**src/rtl/seq_alu_if.sv**
```systemverilog
// seq_alu controller/display bus.
// Inputs come from the controller, results go to the display.
interface seq_alu_if #(
  parameter int W = 8
);
  logic           start_i;
  logic [2:0]     op_i;
  logic           sign_i;
  logic           chain_i;
  logic [W-1:0]   a_i;
  logic [W-1:0]   b_i;
  logic           busy_o;
  logic           done_o;
  logic [2*W-1:0] res_o;
  logic           err_o;

  modport master (
    output start_i, op_i, sign_i, chain_i, a_i, b_i,
    input  busy_o, done_o, res_o, err_o
  );

  modport slave (
    input  start_i, op_i, sign_i, chain_i, a_i, b_i,
    output busy_o, done_o, res_o, err_o
  );
endinterface

```
**src/rtl/seq_alu.sv**
```systemverilog
// Multi-cycle ALU: one-cycle add/sub/logic, iterative mul/div/mod.
// Magnitudes are processed unsigned; signs are applied in FIX.
module seq_alu #(
  parameter int W = 8
) (
  input logic     clk,
  input logic     rst,
  seq_alu_if.slave bus
);
  localparam int CW = $clog2(W);
  localparam logic [2:0] OP_ADD = 3'd0;
  localparam logic [2:0] OP_SUB = 3'd1;
  localparam logic [2:0] OP_MUL = 3'd2;
  localparam logic [2:0] OP_DIV = 3'd3;
  localparam logic [2:0] OP_MOD = 3'd4;
  localparam logic [2:0] OP_AND = 3'd5;
  localparam logic [2:0] OP_OR  = 3'd6;
  localparam logic [2:0] OP_XOR = 3'd7;

  typedef enum logic [1:0] {IDLE, CALC, FIX} state_t;

  state_t         state;
  logic [CW-1:0]  cnt;
  logic           busy_q, done_q, err_q;
  logic [2*W-1:0] res_q;
  logic [2:0]     op_q;
  logic           sign_q, sa_q, sb_q, bz_q;
  logic [W-1:0]   a_q, m_q, lo;
  logic [W:0]     hi;

  function automatic logic [2*W-1:0] ext(
    input logic [W-1:0] x,
    input logic         s
  );
    return s ? {{W{x[W-1]}}, x} : {{W{1'b0}}, x};
  endfunction

  logic [W-1:0]   a_sel, ma, mb;
  logic           multi;
  logic [2*W-1:0] quick;

  assign a_sel = bus.chain_i ? res_q[W-1:0] : bus.a_i;
  assign ma = (bus.sign_i && a_sel[W-1]) ? -a_sel : a_sel;
  assign mb = (bus.sign_i && bus.b_i[W-1]) ? -bus.b_i : bus.b_i;
  assign multi = (bus.op_i == OP_MUL) || (bus.op_i == OP_DIV) ||
                 (bus.op_i == OP_MOD);

  always_comb begin
    quick = '0;
    unique case (1'b1)
      (bus.op_i == OP_ADD):
        quick = ext(a_sel, bus.sign_i) + ext(bus.b_i, bus.sign_i);
      (bus.op_i == OP_SUB):
        quick = ext(a_sel, bus.sign_i) - ext(bus.b_i, bus.sign_i);
      (bus.op_i == OP_AND): quick = ext(a_sel & bus.b_i, bus.sign_i);
      (bus.op_i == OP_OR):  quick = ext(a_sel | bus.b_i, bus.sign_i);
      (bus.op_i == OP_XOR): quick = ext(a_sel ^ bus.b_i, bus.sign_i);
      default: quick = '0;
    endcase
  end

  // hi:lo is the product (MUL) or remainder:quotient (DIV/MOD)
  logic [W:0] mul_sum, div_r, div_d;
  logic       div_ge;

  assign mul_sum = hi + {1'b0, m_q & {W{lo[0]}}};
  assign div_r   = {hi[W-1:0], lo[W-1]};
  assign div_ge  = div_r >= {1'b0, m_q};
  assign div_d   = div_r - {1'b0, m_q};

  logic [2*W-1:0] prod, quo, rem, fix_res;
  logic           neg;

  assign prod = {hi[W-1:0], lo};
  assign quo  = {{W{1'b0}}, lo};
  assign rem  = {{W{1'b0}}, hi[W-1:0]};
  assign neg  = sa_q ^ sb_q;

  always_comb begin
    fix_res = '0;
    unique case (1'b1)
      (op_q == OP_MUL): fix_res = neg ? -prod : prod;
      (op_q == OP_DIV): fix_res = bz_q ? '1 : (neg ? -quo : quo);
      default:
        fix_res = bz_q ? ext(a_q, sign_q) : (sa_q ? -rem : rem);
    endcase
  end

  always_ff @(posedge clk) begin
    if (!rst) begin
      state  <= IDLE;
      cnt    <= '0;
      busy_q <= 1'b0;
      done_q <= 1'b0;
      err_q  <= 1'b0;
      res_q  <= '0;
      op_q   <= OP_ADD;
      sign_q <= 1'b0;
      sa_q   <= 1'b0;
      sb_q   <= 1'b0;
      bz_q   <= 1'b0;
      a_q    <= '0;
      m_q    <= '0;
      lo     <= '0;
      hi     <= '0;
    end else begin
      done_q <= 1'b0;
      unique case (state)
        IDLE: begin
          if (bus.start_i && multi) begin
            state  <= CALC;
            cnt    <= '0;
            busy_q <= 1'b1;
            op_q   <= bus.op_i;
            sign_q <= bus.sign_i;
            sa_q   <= bus.sign_i & a_sel[W-1];
            sb_q   <= bus.sign_i & bus.b_i[W-1];
            bz_q   <= bus.b_i == '0;
            a_q    <= a_sel;
            hi     <= '0;
            lo     <= (bus.op_i == OP_MUL) ? mb : ma;
            m_q    <= (bus.op_i == OP_MUL) ? ma : mb;
          end else if (bus.start_i) begin
            res_q  <= quick;
            err_q  <= 1'b0;
            done_q <= 1'b1;
          end
        end
        CALC: begin
          if (op_q == OP_MUL) begin
            hi <= {1'b0, mul_sum[W:1]};
            lo <= {mul_sum[0], lo[W-1:1]};
          end else begin
            hi <= div_ge ? div_d : div_r;
            lo <= {lo[W-2:0], div_ge};
          end
          cnt <= cnt + 1'b1;
          if (cnt == CW'(W - 1)) state <= FIX;
        end
        FIX: begin
          res_q  <= fix_res;
          err_q  <= bz_q && (op_q != OP_MUL);
          busy_q <= 1'b0;
          done_q <= 1'b1;
          state  <= IDLE;
        end
        default: state <= IDLE;
      endcase
    end
  end

  assign bus.busy_o = busy_q;
  assign bus.done_o = done_q;
  assign bus.res_o  = res_q;
  assign bus.err_o  = err_q;
endmodule

```
**src/flat_wrapper.sv**
```systemverilog
// flat-port wrapper written by rule: the top's interface ports become plain ports
module seq_alu_flat 
#(
  parameter int W = 8
)
  (clk, rst, bus_start_i, bus_op_i, bus_sign_i, bus_chain_i, bus_a_i, bus_b_i, bus_busy_o, bus_done_o, bus_res_o, bus_err_o);
  seq_alu_if #(.W(W)) bus_i ();
  input logic clk;
  input logic rst;
  input wire logic [$bits(bus_i.start_i)-1:0] bus_start_i;
  input wire logic [$bits(bus_i.op_i)-1:0] bus_op_i;
  input wire logic [$bits(bus_i.sign_i)-1:0] bus_sign_i;
  input wire logic [$bits(bus_i.chain_i)-1:0] bus_chain_i;
  input wire logic [$bits(bus_i.a_i)-1:0] bus_a_i;
  input wire logic [$bits(bus_i.b_i)-1:0] bus_b_i;
  output wire logic [$bits(bus_i.busy_o)-1:0] bus_busy_o;
  output wire logic [$bits(bus_i.done_o)-1:0] bus_done_o;
  output wire logic [$bits(bus_i.res_o)-1:0] bus_res_o;
  output wire logic [$bits(bus_i.err_o)-1:0] bus_err_o;
  assign bus_i.start_i = bus_start_i;
  assign bus_i.op_i = bus_op_i;
  assign bus_i.sign_i = bus_sign_i;
  assign bus_i.chain_i = bus_chain_i;
  assign bus_i.a_i = bus_a_i;
  assign bus_i.b_i = bus_b_i;
  assign bus_busy_o = bus_i.busy_o;
  assign bus_done_o = bus_i.done_o;
  assign bus_res_o = bus_i.res_o;
  assign bus_err_o = bus_i.err_o;
  seq_alu #(.W(W)) u_core (.clk(clk), .rst(rst), .bus(bus_i));
endmodule
```
**config.mk**
```make
export PLATFORM = sky130hd
export DESIGN_NAME = seq_alu_flat
export DESIGN_NICKNAME = d
export VERILOG_FILES = /design/src/rtl/seq_alu_if.sv /design/src/rtl/seq_alu.sv /design/src/flat_wrapper.sv
export SDC_FILE = /design/constraint.sdc
export NUM_CORES = 1
export LEC_CHECK = 0
export CAP_MARGIN = 20
export CORE_ASPECT_RATIO = 0.9
export CORE_MARGIN = 1
export CORE_UTILIZATION = 30
export DETAILED_ROUTE_END_ITERATION = 12
export SLEW_MARGIN = 20
export SYNTH_ARGS = -nofsm -noshare
export SYNTH_HDL_FRONTEND = slang
export SYNTH_SLANG_ARGS = --single-unit
```
**constraint.sdc**
```tcl
create_clock -name clk -period 3.2 [get_ports clk]
set_input_delay 0.48 -clock clk [delete_from_list [all_inputs] [get_ports clk]]
set_output_delay 0.48 -clock clk [all_outputs]
set_load 0.1 [all_outputs]
```
==> results.md <==
* Maximum VDD drop at 0.000244 V
* Buf/Inv on CP at 3
* Largest net degree at the start of global routing at 28
* Top-Level Pins at 43
* Crit-path max cell delay at 0.53 ns
* Worst path slowest cell: or4_4
* Slew @ Worst Pin at 0.965 ns
* Hold Path Depth at 2
* Nets at between 1k and 1.5k
* Worst Path Arrival at 3.32 ns
* Routed wire length at between 20 and 25 mm
* GRT overflow at 0
* Initial antenna violation count at 0
* Hold Path End: u_core.cnt[1]
* Ranking of synthesized cells by area: dfxtp_1 21%, ha_1 11%, a21oi_1 6.3%
* Clk_skew at 0.00633 ns
* Sequential cell area fraction in the yosys report at 0.207
* Compound-Gate Fraction of Synth Area at 0.278
* Area Overhead vs Synth at 30.7%
* Relative slew margins at 0.354
* DRC viols at 0
* R2r setup slk at 0.47 ns
* Async S/R FF share, synth at 0
* Die height at 138 um
* Pre-CTS setup slack at -0.502 ns
* Mapped Avg Cell Area at around 7.4 um2
* Most numerous cell in the Yosys netlist: nor2_1
* CTS Hold Bufs at 0
* CTS tree: yes
* Crit end category: flip-flop
* Floorplan die width at around 150 um
* HPWL Detailed at 16.4 mm
* CP max FO at 3
* Worst endpoint required time at 3.45 ns
* Power, Total at roughly 3.4 mW
* Antenna cells at 0
* CTS Buf Count at 9
* Kind of critical path: in -> reg
* First-pass GRT wire length at 33.7 mm
* Num rows at 49
* Synth top area share at 0.207
* Dpl cells at 1201
* Hold path startpoint: u_core.cnt[1]
* Per-cell routed wire length at roughly 17 um
* Insertion delay to the later sink of the worst-skew pair at 0.34 ns
* Clock transition at the registers of the reported paths at 0.06 ns
* H-tree levels at 3
* MaxCap Viol Count at 0
* Finished Layout Cells at 1221
* WP depth at 13
* Number of global-route vias before repair at 6282
* Setup ws final at 0.134 ns
* R2R cell count at 9
* Most frequent cells after synthesis: 91 x nor2_1, 78 x a21oi_1, 76 x nand2_1
* Period Utilization, post-route at 0.958
* Cells along the critical path: clkdlybuf4s50_1 -> or3b_4 -> buf_4 -> o21ai_2 -> xnor2_1 -> ha_1 -> or4_4 -> o22ai_4 -> buf_6 -> o21a_1 -> and3_1 -> o21ai_1 -> a311oi_1
* Mapped Area at 6200 um2
* Fmax at about 330 MHz
* Total track usage at 0.199
* IO buf count at 42
* Root Driver: clkbuf_16
* Initial Util at 0.308
* Drt initial violations at 577
* Mapped Nets at 922
* DR pass1 iterations at 5
* FF-to-FF Start: u_core.hi[0]
* Xor/xnor share of the synthesized area at 0.0777
* Clk buf depth at 2
* Via count at 6646
* Fraction of the mapped netlist area in adder cells at 0.123
* Synth cell types at 77
* Gpl congestion at 0.920
* Total die area at approximately 21000 um2
* Power Density at 425 nW/um2
* Synth Register Bits at 64
* Routed vias/inst at 5.44
* Status: finished clean
* Largest family of logic cells by synthesized area: compound AO/OA/AOI/OAI gates
* HP Class: reg -> reg
* Cells after Synth at approximately 840
* Pins over their slew limit at 0
* EDFF count, synth at 0
* Antenna Violating Nets Remaining at 0
* Mux share of post-synthesis cell area at 0.0392
* LEAKAGE at around 3.4 nW
* FF-to-FF End: u_core.hi[7]
* # setup viols final at 0
* Clock sinks at 64
* Fin. Hold Viols at 0
* Min Clock Period, post-route at 3.07 ns
* Warnings, synthesis at 0
* CP delay by family, top: simple AND/OR/NAND/NOR gates
* Core Footprint at 20100 um2
* Yosys top cell by area: dfxtp_1
* Layout cell share with drive strength beyond 1 at 0.211
* Top FF cell, synth: dfxtp_1
* Simple-gate area share of the yosys netlist at 0.217
* Startpoint Class: input pin
routing by layer:
| layer | up-vias | track usage | wire [um] |
|---|---|---|---|
| met1 | 3155 | 0.285 | 10200 |
| met2 | 203 | 0.304 | 9060 |
| met5 | - | 0 | 0 |
| met3 | 24 | 0.0351 | 1260 |
| li1 | 3264 | - | - |
| met4 | 0 | 0.0489 | 351 |
power by group:
| group | switching (mW) | internal [mW] | total [mW] |
|---|---|---|---|
| clock | 0.382 | 0.758 | 1.14 |
| sequential | 0.0666 | 0.848 | 0.915 |
| combinational | 0.793 | 0.595 | 1.39 |
| total | 1.24 | 2.20 | 3.44 |
worst reg2reg max path, cell delays in order, from the launching register on:
cell,delay (ns)
dfxtp_1,0.46
ha_1,0.32
fa_1,0.40
a21o_1,0.18
a21oi_1,0.23
nor2b_1,0.08
o21a_1,0.20
o41ai_1,0.31
xnor2_1,0.13
a221o_1,0.32
what timing repair did:
action / 4_1_cts / 5_1_grt
setup buffers: 0 / 4
setup endpoints to repair: 8 / 9
gates resized for setup: 5 / 47
hold endpoints to repair: 0 / 0
pin swaps: 1 / 20
worst max-delay path by stage:
| stage | endpoint | from |
|---|---|---|
| after floorplan | u_core.bus.res_o[14] | u_core.bus.res_o[1] |
| after global placement | u_core.bus.res_o[12] | bus_b_i[0] |
| after detailed placement | u_core.bus.res_o[12] | bus_b_i[0] |
| after CTS | u_core.bus.res_o[15] | bus_b_i[0] |
| after global routing | u_core.bus.res_o[12] | bus_op_i[2] |
| final | u_core.bus.res_o[12] | bus_op_i[2] |
flip-flops by register name (all words and copies together) (netlist names), 2 cells and up:
register          cells
u_core.m_q            8
u_core.state          2
u_core.op_q           3
u_core.hi             9
u_core.bus.res_o     16
u_core.lo             8
u_core.a_q            8
u_core.cnt            3
final cells by class:
type                       instances  area [um2]
clock buffer                      10         229
clock inverter                     6         108
fill                            2111       12000
inverter                          45         169
multi-input combinational        682        4720
sequential                        64        1280
tap                              255         319
timing repair buffer             159        1270
cells in the final DEF (no fill, tap or decap), types with 7 or more instances in the layout:
cell type | synthesis | layout
nor2_1 | 91 | 88
nand3_1 | 19 | 18
o21ai_1 | 3 | 7
o22ai_1 | 9 | 7
o211ai_1 | 8 | 8
dfxtp_1 | 64 | 62
ha_1 | 56 | 51
o21a_1 | 8 | 8
a31oi_1 | 13 | 13
and2_1 | 9 | 9
buf_4 | 1 | 130
nor3_1 | 21 | 19
nor2b_1 | 9 | 8
nand2_1 | 76 | 75
nand2b_1 | 17 | 16
clkbuf_16 | 0 | 9
a221oi_1 | 7 | 7
a22oi_1 | 8 | 8
a21o_1 | 9 | 9
o21ai_0 | 57 | 50
a211oi_1 | 21 | 21
clkdlybuf4s50_1 | 0 | 21
mux2i_1 | 22 | 22
xnor2_1 | 41 | 40
a21oi_1 | 78 | 72
inv_1 | 42 | 42
xor2_1 | 14 | 14
stage by stage:
step            util  hold WS (ns)  cell area (um2)  TNS, ns
6_report       0.403         0.475             8100        0
5_1_grt        0.403         0.515             8100  -0.0792
4_1_cts        0.394         0.472             7910   -0.173
3_5_place_dp   0.376         0.463             7560    -3.73
3_3_place_gp   0.376         0.458             7560    -3.34
2_1_floorplan      -         0.444             6200        0
cells by family (layout without fill, tap and decap cells):
group,after synthesis,in the layout
compound gates,266,266
xor+xnor,55,55
flops,64,64
simple gates,278,278
buf+inv,93,220
mux,24,24
fa+ha+maj,59,59
No activity file was read; power rests on OpenSTA's default activity.
